===== config.mk =====
export PLATFORM = sky130hd
export DESIGN_NAME = mul_client
export DESIGN_NICKNAME = d
export VERILOG_FILES = /design/src/rtl/mul_client_pkg.sv /design/src/rtl/sync_fifo.sv /design/src/rtl/mul_client.sv
export SDC_FILE = /design/constraint.sdc
export NUM_CORES = 1
export LEC_CHECK = 0
export CORE_MARGIN = 8
export CORE_UTILIZATION = 55
export DETAILED_ROUTE_END_ITERATION = 16
export GPL_TIMING_DRIVEN = 0
export PLACE_DENSITY = 0.84
export SYNTH_ARGS = -nofsm -noshare
export SYNTH_HDL_FRONTEND = slang
export SYNTH_SLANG_ARGS = --single-unit

===== constraint.sdc =====
create_clock -name clk -period 6.23 [get_ports clk]
set_input_delay 0.9345 -clock clk [delete_from_list [all_inputs] [get_ports clk]]
set_output_delay 0.9345 -clock clk [all_outputs]
set_load 0.02 [all_outputs]

===== src/rtl/mul_client_pkg.sv =====
// Shared types and defaults for the multiplier requester/consumer client.
package mul_client_pkg;

   localparam int unsigned WIDTH_DEF = 16;
   localparam int unsigned LAT_W_DEF = 8;

   // Client control states
   typedef enum logic [1:0] {
      IDLE  = 2'd0,
      ISSUE = 2'd1,
      WAIT  = 2'd2,
      ERR   = 2'd3
   } state_t;

   typedef logic [WIDTH_DEF-1:0]   operand_t;
   typedef logic [2*WIDTH_DEF-1:0] product_t;

endpackage


===== src/rtl/sync_fifo.sv =====
// Single-clock FIFO with first-word-fall-through head output.
module sync_fifo #(
   parameter int unsigned DW    = 32,
   parameter int unsigned DEPTH = 4
) (
   input  logic          clk,
   input  logic          rst,
   input  logic          push,
   input  logic          pop,
   input  logic [DW-1:0] wdata,
   output logic [DW-1:0] head,
   output logic          full,
   output logic          empty
);

   localparam int unsigned AW = $clog2(DEPTH);

   logic [DW-1:0] mem [DEPTH];
   logic [AW-1:0] wr_ptr;
   logic [AW-1:0] rd_ptr;
   logic [AW:0]   cnt;
   logic          do_push;
   logic          do_pop;

   assign full    = (cnt == (AW+1)'(DEPTH));
   assign empty   = (cnt == '0);
   assign do_push = push && !full;
   assign do_pop  = pop && !empty;
   assign head    = mem[rd_ptr];

   // Storage, pointers (wrap naturally for power-of-2 depth) and occupancy
   always_ff @(posedge clk) begin
      if (rst) begin
         wr_ptr <= '0;
         rd_ptr <= '0;
         cnt    <= '0;
         for (int i = 0; i < DEPTH; i++) begin
            mem[i] <= '0;
         end
      end else begin
         if (do_push) begin
            mem[wr_ptr] <= wdata;
            wr_ptr      <= wr_ptr + 1'b1;
         end
         if (do_pop) begin
            rd_ptr <= rd_ptr + 1'b1;
         end
         case ({do_push, do_pop})
            2'b10:   cnt <= cnt + 1'b1;
            2'b01:   cnt <= cnt - 1'b1;
            default: cnt <= cnt;
         endcase
      end
   end

endmodule


===== src/rtl/mul_client.sv =====
// Requester/consumer for a val/ready sequential multiplier: queues operand
// pairs, issues one at a time, captures each product with its latency.
module mul_client
   import mul_client_pkg::*;
#(
   parameter int unsigned WIDTH   = WIDTH_DEF,
   parameter int unsigned DEPTH   = 4,
   parameter int unsigned LAT_W   = LAT_W_DEF,
   parameter int unsigned TIMEOUT = 200
) (
   input  logic               clk,
   input  logic               rst,
   input  logic               in_valid,
   output logic               in_ready,
   input  logic [WIDTH-1:0]   in_a,
   input  logic [WIDTH-1:0]   in_b,
   output logic               mul_src_val,
   input  logic               mul_src_ready,
   output logic [WIDTH-1:0]   mul_a,
   output logic [WIDTH-1:0]   mul_b,
   input  logic               mul_dest_val,
   output logic               mul_dest_ready,
   input  logic [2*WIDTH-1:0] mul_product,
   output logic               out_valid,
   input  logic               out_ready,
   output logic [2*WIDTH-1:0] out_product,
   output logic [LAT_W-1:0]   out_latency,
   output logic               busy,
   output logic               timeout_err
);

   state_t             state;
   logic [LAT_W-1:0]   lat_cnt;
   logic               rst_done;
   logic               fifo_full;
   logic               fifo_empty;
   logic               push;
   logic               pop;
   logic               capture;
   logic [2*WIDTH-1:0] fifo_head;

   // in_ready is held low until the first cycle after reset is released
   assign in_ready       = rst_done && !fifo_full;
   assign push           = in_valid && in_ready;
   assign mul_src_val    = (state == ISSUE);
   assign pop            = mul_src_val && mul_src_ready;
   assign mul_dest_ready = (state == WAIT) && (!out_valid || out_ready);
   assign capture        = mul_dest_val && mul_dest_ready;
   assign busy           = (state != IDLE) || !fifo_empty;
   assign mul_a          = fifo_head[2*WIDTH-1:WIDTH];
   assign mul_b          = fifo_head[WIDTH-1:0];

   sync_fifo #(
      .DW    (2 * WIDTH),
      .DEPTH (DEPTH)
   ) u_fifo (
      .clk   (clk),
      .rst   (rst),
      .push  (push),
      .pop   (pop),
      .wdata ({in_a, in_b}),
      .head  (fifo_head),
      .full  (fifo_full),
      .empty (fifo_empty)
   );

   // Marks the end of reset so the upstream side opens one cycle later
   always_ff @(posedge clk) begin
      if (rst) begin
         rst_done <= 1'b0;
      end else begin
         rst_done <= 1'b1;
      end
   end

   // Issue/wait control with latency counter and sticky timeout
   always_ff @(posedge clk) begin
      if (rst) begin
         state       <= IDLE;
         lat_cnt     <= '0;
         timeout_err <= 1'b0;
      end else begin
         unique case (state)
            IDLE: begin
               if (!fifo_empty) begin
                  state <= ISSUE;
               end
            end
            ISSUE: begin
               if (mul_src_ready) begin
                  lat_cnt <= '0;
                  state   <= WAIT;
               end
            end
            WAIT: begin
               if (capture) begin
                  state <= IDLE;
               end else if (lat_cnt == LAT_W'(TIMEOUT - 1)) begin
                  // Next count would reach TIMEOUT without a result
                  timeout_err <= 1'b1;
                  state       <= ERR;
               end else if (lat_cnt != '1) begin
                  lat_cnt <= lat_cnt + 1'b1;
               end
            end
            ERR: begin
               state <= ERR;
            end
         endcase
      end
   end

   // Result register: a capture wins over a same-cycle downstream accept
   always_ff @(posedge clk) begin
      if (rst) begin
         out_valid   <= 1'b0;
         out_product <= '0;
         out_latency <= '0;
      end else if (capture) begin
         out_valid   <= 1'b1;
         out_product <= mul_product;
         out_latency <= lat_cnt + 1'b1;
      end else if (out_ready) begin
         out_valid <= 1'b0;
      end
   end

endmodule


; ---- After elaboration in Yosys (flattened, before gate mapping)
; Memories as Yosys holds them, arrays and structs flattened. A register that Yosys moved wholly into a read port is not among the register bits.
; Cells that the tools add are included.
[word_totals]
reg_bits = 60
ram_bits = 128
out_inout_bits = 78
elab_cells = 77
mem_count = 1
[memory_table]
columns = name, depth, word_bits, read_ports, rd_ports_with_merged_regs, wr, line_no
row1 = u_fifo.mem, 4, 32, 1, 1, 4, sync_fifo.sv:18  ; logic [DW-1:0] mem [DEPTH];
[op_classes]
addsub = 5
eq_ne = 14
mux = 24
bitwise_logic = 1
n_reduce_logical = 22
[op_table]
columns = op, n
row1 = 2-to-1 mux 32 bit, 1
row2 = 2-to-1 mux 8 bit, 4
row3 = OR reduction 32 bit, 1
row4 = one-hot mux 8 bit (2 select lines), 1
row5 = 2-to-1 mux 2 bit, 7
row6 = 2-to-1 mux 1 bit, 9
row7 = adder 8 x 1 -> 8 bit (second input constant), 1
row8 = == test 8 bit (second input constant), 1
row9 = != test 8 bit (second input constant), 1
row10 = one-hot mux 2 bit (4 select lines), 1
row11 = nonzero test 2 bit, 4
row12 = logical AND 1 bit, 7
row13 = == test 2 bit (second input constant), 3
row14 = != test 2 bit (second input constant), 3
row15 = one-hot mux 3 bit (2 select lines), 1
row16 = AND reduction 3 bit, 2
row17 = AND reduction 5 bit, 1
row18 = adder 2 x 1 -> 2 bit (second input constant), 2
row19 = == test 2 x 1 -> 1 bit (second input constant), 2
row20 = != test 2 x 1 -> 1 bit (second input constant), 2
row21 = adder 3 x 1 -> 3 bit (second input constant), 1
row22 = == test 3 bit (second input constant), 1
row23 = zero test 1 bit, 3
row24 = zero test 3 bit, 1
row25 = other kinds (5), 6

; ---- Longest topological paths before layout
; Gate-level depths: netlist (run 1).
[logic_depth]
ltp_word = 10
ltp_mapped = 8

; ---- Hierarchy
; A second synthesis (run 1) with hierarchy kept.
[hier_totals]
cells_unflattened = 619
hier_area_um2 = 8170.3
[modules_own_cells]
columns = module, instances, cells_per_inst, area_each_um2, seq_area_each_um2
row1 = sync_fifo, 1, 361, 6034.5, 4023.9
row2 = mul_client, 1, 258, 2135.8, 1061.0

; ---- Worst setup path after synthesis (run 1)
; OpenSTA, ideal clock, no wires.
[synth_timing]
path_type = input to register
start = in in_valid
end = mem u_fifo.mem[1][0] (enable)
arrival_ns = 3.394
slack_ns = 2.370
stages = 2
cell_sequence = nand3_2 -> o21ai_0
[synth_rtl]
columns = element, line_no
row1 = from (decl), mul_client.sv:13  ; input logic in_valid,
row2 = to (decl), sync_fifo.sv:18

==> results of run 1 <==
-- power by group through the flow --
stage	combinational (mW)	sequential, mW	clock, mW
floorplan	0.143	1.46	0
global placement	0.291	1.45	0
detailed placement	0.305	1.45	0
CTS	0.307	1.42	1.09
global route	0.325	1.43	1.13
finish	0.303	1.42	1.08
-- cell usage in the layout, fill, tap and decap left out, drive strengths merged, types with 2 or more instances in the layout --
cell type / netlist / routed
xor2: 5 / 5
nor3: 2 / 2
nand4: 2 / 2
a21oi: 49 / 49
clkbuf: 18 / 37
ha: 2 / 2
o21ai: 7 / 7
nand2: 106 / 106
inv: 39 / 41
edfxtp: 128 / 128
and2: 35 / 35
nand2b: 4 / 4
mux4: 32 / 32
bufinv: 0 / 3
clkinvlp: 0 / 2
nand3: 8 / 8
dfxtp: 62 / 62
a211oi: 6 / 6
clkinv: 0 / 4
o211ai: 8 / 8
and2b: 2 / 2
nor2: 85 / 85
xnor2: 5 / 5
clkdlybuf4s50: 0 / 146
buf: 21 / 24
or3: 6 / 6
-- sequential cells by signal, indices dropped and copies added, names as in the netlist, named ones only --
| name | flops |
|---|---|
| lat_cnt | 8 |
| u_fifo.wr_ptr | 2 |
| u_fifo.cnt | 3 |
| out_valid | 1 |
| rst_done | 1 |
| out_latency | 8 |
| u_fifo.mem | 128 |
| state | 2 |
| timeout_err | 1 |
| out_product | 32 |
| u_fifo.rd_ptr | 2 |
-- metrics by stage --
stage	worst slack (ns)	hold slack (ns)
floorplan	2.37	0.462
global placement	0.169	0.443
detailed placement	2.92	0.446
CTS	2.66	0.454
global route	2.56	0.475
finish	2.71	0.455
-- critical path: stages (launching register included) --
cell and delay [ns]:
dfxtp_1 0.31, clkbuf_1 0.28, buf_2 0.42, mux4_2 0.58, clkdlybuf4s50_1 0.56
-- per-layer routing --
metal	vias to the layer above	track usage
li1	2597	-
met4	0	0.0775
met3	34	0.0942
met2	255	0.374
met1	2714	0.234
met5	-	0
-- final timing paths --
path	from	endpoint	slack, ns
max	flip-flop	mul_a[11]	2.71
min	out_product[28]$_SDFFE_PP0P_	out_product[28]$_SDFFE_PP0P_	0.46
max reg2reg	u_fifo.cnt[0]$_SDFFE_PP0P_	u_fifo.cnt[2]$_SDFFE_PP0P_	3.89
min reg2reg	out_product[28]$_SDFFE_PP0P_	out_product[28]$_SDFFE_PP0P_	0.46
-- logic make-up after synthesis --
group | Yosys count | share of synthesized area
simple gates | 258 | 0.149
flops | 190 | 0.641
buf+inv | 78 | 0.0443
compound gates | 77 | 0.0574
mux | 33 | 0.0921
xor+xnor | 10 | 0.0110
fa+ha+maj | 3 | 0.00568
-- cell type report --
cell class / instances / area [um2] / share of cell area
sequential: 190 / 5080 / 0.493
multi-input combinational: 381 / 2530 / 0.246
timing repair buffer: 149 / 1530 / 0.148
clock buffer: 19 / 433 / 0.0420
tap: 184 / 230 / 0.0223
buffer: 39 / 205 / 0.0199
inverter: 39 / 146 / 0.0142
clock inverter: 11 / 143 / 0.0138
==> impl_metrics.json, run 1 <==
{
  "status": "complete, no violations",
  "powerDensity_mw_per_mm2": 272,
  "swShare": 0.226,
  "grt_pass1_vias": 5943,
  "postCtsResizedCells": 0,
  "fp-row-count": 44,
  "area_delta_synth_final_pct": 29.8,
  "htreeDepth": 4,
  "synth_fp_nets": 722,
  "tightestPinTransition_ns": 0.901,
  "num_antenna_cells": 0,
  "gp_congestion": 0.874,
  "avgRoutedWirePerCell_um": 19.1,
  "coreArea_mm2": 0.0143,
  "synth-seq-cells": 190,
  "synthCells": 649,
  "fin_area_mm2": 0.0103,
  "setup_viol": 0,
  "port_buffers": 146,
  "combPwrFrac": 0.108,
  "ir_worst_vdd_mv": 0.184,
  "final_layout_size_suffix_gt1_frac": 0.111,
  "path_clk_slew_ns": 0.06,
  "cts_setup_buffers": 0,
  "place_inst": 982,
  "antenna_left": 0,
  "die_x_um": 136,
  "grt_pass1_wl_um": 30600,
  "leakage_nw": 3.73,
  "die_area_mm2": 0.0185,
  "hold_violations": 0,
  "die_y_um": 136,
  "num_io_pins": 148,
  "place_area_mm2": 0.00973,
  "wl_met1_um": 7350,
  "max_freq_mhz": 284,
  "start_util": 0.554,
  "worstHoldPathType": "flip-flop to flip-flop",
  "synth_edf_count": 128,
  "worst_setup_path_start_kind": "flip-flop",
  "grt_overflow_total": 0,
  "seq_area_frac_synth": 0.641,
  "total_power_mw": 2.80,
  "drt_wl_total_um": 19400,
  "r2r_cells": 8,
  "synth_area_per_cell_um2": 12.2,
  "relSlewSlack": 0.399,
  "track_usage": 0.217,
  "hold_buffers": 0,
  "drv_cap": 0,
  "first_iter_violations": 483,
  "finalMaxSlewViolations": 0,
  "p_int_mw": 2.17,
  "pwr-share-clk": 0.384,
  "nFillCells": 960,
  "rsz0062_at_grt": "no",
  "grt_max_degree": 33,
  "ys_top_cells_by_area": "edfxtp_1 (48%), dfxtp_1 (16%), mux4_2 (9.1%)",
  "required_ns": 5.30,
  "drcViolationCount": 0,
  "synth_top_flop_cell": "edfxtp_1",
  "yosysWarnings": 0,
  "clk_latency_ns": 0.43,
  "path_class": "flip-flop to output port",
  "yosysUniqueCellTypes": 50,
  "min_path_cells": 2,
  "finalCritPeriodShare": 0.565,
  "synthArstFlopShare": 0,
  "synth_common_cells": "edfxtp_1 (128), nand2_1 (106), nor2_1 (85), dfxtp_1 (62), a21oi_1 (48)",
  "fin_skew_ns": 0.00591,
  "p_sw_uw": 634,
  "timing.setup.tns_ns": 0,
  "cp_max_fo": 10,
  "syn_area_mm2": 0.00794,
  "cts_root_buf": "clkbuf_16",
  "top_layer": "met4",
  "cp.arrival_ns": 2.59,
  "final_util": 0.720,
  "tritoncts": "yes",
  "dp_hpwl_um": 13700,
  "min_period_ns": 3.52,
  "viasPerCell": 5.53,
  "wl_met3_um": 2020,
  "vias": 5600,
  "antenna_found_initial": 0,
  "final_cells": 1012,
  "met2_length_um": 9630,
  "dr.pass1.iters": 4,
  "clock-sinks": 190,
  "crit_path_end_kind": "output port",
  "cts_buffers": 17,
  "seq_power_share": 0.508,
  "clockBufferDepth": 2,
  "synth_top_cell_by_area": "edfxtp_1",
  "finalNetCount": 890,
  "synth_top_area_share": 0.484,
  "yosysMostFrequentCell": "edfxtp_1"
}
No activity file was read; power rests on OpenSTA's default activity.
==> run 2: changes to the inputs <==
--- a/config.mk
+++ b/config.mk
@@ -6,10 +6,10 @@
 export NUM_CORES = 1
 export LEC_CHECK = 0
 export CORE_MARGIN = 8
-export CORE_UTILIZATION = 55
+export CORE_UTILIZATION = 52
 export DETAILED_ROUTE_END_ITERATION = 16
 export GPL_TIMING_DRIVEN = 0
-export PLACE_DENSITY = 0.84
+export PLACE_DENSITY = 0.8
 export SYNTH_ARGS = -nofsm -noshare
 export SYNTH_HDL_FRONTEND = slang
 export SYNTH_SLANG_ARGS = --single-unit
==> constraint.sdc (replaced) <==
create_clock -name clk -period 3.4 [get_ports clk]
set_input_delay 0.51 -clock clk [delete_from_list [all_inputs] [get_ports clk]]
set_output_delay 0.51 -clock clk [all_outputs]
set_load 0.02 [all_outputs]
==> impl_metrics.json, run 2 (synthesis results as in run 1) <==
{
  "drcViolationCount": 0,
  "path_class": "flip-flop to output port",
  "layout_setup_ws_ns": 0.295,
  "p_int_mw": 3.82,
  "critical_path_buf_inv_count": 3,
  "cp.arrival_ns": 2.60,
  "avgRoutedWirePerCell_um": 19.2,
  "cts_buffers": 17,
  "cp_max_fo": 10,
  "num_io_pins": 148,
  "grt_pass1_vias": 6059,
  "clock-sinks": 190,
  "final_util": 0.683,
  "grt_overflow_total": 0,
  "area_delta_synth_final_pct": 29.4,
  "fin_area_mm2": 0.0103,
  "largest_reg_flops": 128,
  "ir_worst_vdd_mv": 0.315,
  "setup_viol": 0,
  "clk_latency_ns": 0.42,
  "hold_violations": 0,
  "worstHoldEndpoint": "out_product[26]$_SDFFE_PP0P_",
  "dp_hpwl_um": 13800,
  "finalCritPeriodShare": 0.913,
  "antenna_found_initial": 1,
  "grt_max_degree": 33,
  "finalNetCount": 890,
  "layout_commonest_cell": "clkdlybuf4s50_1",
  "place_area_mm2": 0.00974,
  "worstHoldPathType": "flip-flop to flip-flop",
  "largestRegisters": "u_fifo.mem (128), out_product (32)",
  "crit_path_end_kind": "output port",
  "drv_cap": 0,
  "ff_latch_area_mm2": 0.00508,
  "cts_setup_buffers": 0,
  "max_flop_register": "u_fifo.mem",
  "path_clk_slew_ns": 0.07,
  "clockBufferDepth": 2,
  "rr_endpoint": "u_fifo.cnt[2]$_SDFFE_PP0P_",
  "finalMaxSlewViolations": 0,
  "timing.setup.tns_ns": 0,
  "die_x_um": 140,
  "pwr-share-clk": 0.364,
  "seq_power_share": 0.524,
  "min_path_cells": 2,
  "max_freq_mhz": 322,
  "layout_common_cells": "clkdlybuf4s50_1 (146), edfxtp_1 (128), nand2_1 (106)",
  "dr.pass1.iters": 5,
  "gp_congestion": 0.832,
  "tritoncts": "yes",
  "status": "complete, no violations",
  "die_y_um": 140,
  "relSlewSlack": 0.371,
  "cpPeakStageDelay_ns": 0.59,
  "fin_skew_ns": 0.00497,
  "antenna_left": 0,
  "min_period_ns": 3.11,
  "combPwrFrac": 0.112,
  "htreeDepth": 4,
  "worst_setup_path_start_kind": "flip-flop",
  "coreArea_mm2": 0.0150,
  "nFillCells": 1084,
  "die_area_mm2": 0.0195,
  "tightestPinTransition_ns": 0.944,
  "start_util": 0.528,
  "hp-start": "out_product[26]$_SDFFE_PP0P_",
  "viasPerCell": 5.53,
  "cts_root_buf": "clkbuf_16",
  "multi_input_area_mm2": 0.00253,
  "fp-row-count": 45,
  "grt_pass1_wl_um": 31400,
  "crit_slowest_cell": "mux4_2",
  "place_ws_ns": 0.564,
  "swShare": 0.233,
  "total_power_mw": 4.98,
  "regToRegSetupSlack_ns": 1.04,
  "leakage_nw": 3.70,
  "powerDensity_mw_per_mm2": 485,
  "track_usage": 0.207,
  "crit_chain": "clkbuf_1 -> buf_2 -> mux4_2 -> clkdlybuf4s50_1",
  "port_buffers": 146,
  "r2r_cells": 8,
  "p_sw_mw": 1.16,
  "reg2reg_from": "u_fifo.cnt[2]$_SDFFE_PP0P_",
  "rsz0062_at_grt": "no",
  "postCtsResizedCells": 0,
  "required_ns": 2.89,
  "cpLargestDelayFamily": "buffers and inverters",
  "path_depth": 4,
  "drt_wl_total_um": 19500,
  "hold_buffers": 0,
  "final_layout_size_suffix_gt1_frac": 0.111,
  "vias": 5616,
  "first_iter_violations": 399
}
run 2: stage by stage:
stage | hold slack (ns) | instances
5_1_grt | 0.478 | 1016
2_1_floorplan | 0.462 | 649
4_1_cts | 0.460 | 1015
6_report | 0.458 | 1016
3_5_place_dp | 0.450 | 986
3_3_place_gp | 0.441 | 983
run 2: final cells by class:
type	count	area share
multi-input cells	381	0.247
flip-flops and latches	190	0.495
well taps	188	0.0229
plain buffers	39	0.0200
repair buffers	149	0.150
inverters	39	0.0143
clock inverters	12	0.00951
clock buffers	17	0.0414
diodes	1	0.000244
run 2: worst max-delay path by stage:
stage	slack (ns)	endpoint
3_5_place_dp	0.56	u_fifo.mem[0][13]$_SDFFCE_PN0P_
6_report	0.29	mul_b[0]
4_1_cts	0.25	mul_a[5]
5_1_grt	0.17	mul_b[0]
3_3_place_gp	-2.30	u_fifo.mem[1][7]$_SDFFCE_PN0P_
2_1_floorplan	-0.07	u_fifo.mem[1][0]$_SDFFCE_PN0P_
run 2: power by group through the flow:
stage	registers (mW)	clock network, mW	logic (mW)
after floorplan	2.67	0	0.263
after global placement	2.66	0	0.534
after detailed placement	2.66	0	0.561
after CTS	2.61	1.83	0.563
after global routing	2.62	1.92	0.595
final	2.61	1.81	0.557
run 2: worst min-delay path: cells and delay by family (launching register included):
family / cells / cell delay [ns]
flip-flops: 1 / 0.31
AO/OA/AOI/OAI: 1 / 0.05
AND/OR/NAND/NOR: 1 / 0.05
run 2: layer usage:
layer | track usage | wire [um] | vias up | part of all wire
li1 | - | - | 2605 | -
met3 | 0.0889 | 2210 | 29 | 0.11
met4 | 0.0766 | 317 | 0 | 0.016
met2 | 0.355 | 9580 | 258 | 0.49
met5 | 0 | 0 | - | 0
met1 | 0.224 | 7370 | 2724 | 0.38
==> run 3: changes to the inputs <==
--- a/config.mk
+++ b/config.mk
@@ -7,9 +7,11 @@
 export LEC_CHECK = 0
 export CORE_MARGIN = 8
 export CORE_UTILIZATION = 52
+export CTS_CLUSTER_SIZE = 12
 export DETAILED_ROUTE_END_ITERATION = 16
 export GPL_TIMING_DRIVEN = 0
 export PLACE_DENSITY = 0.8
+export SKIP_LAST_GASP = 1
 export SYNTH_ARGS = -nofsm -noshare
 export SYNTH_HDL_FRONTEND = slang
 export SYNTH_SLANG_ARGS = --single-unit
==> results of run 3 <==
Same layout as run 2: the final DEF is identical, and so are final timing and power.
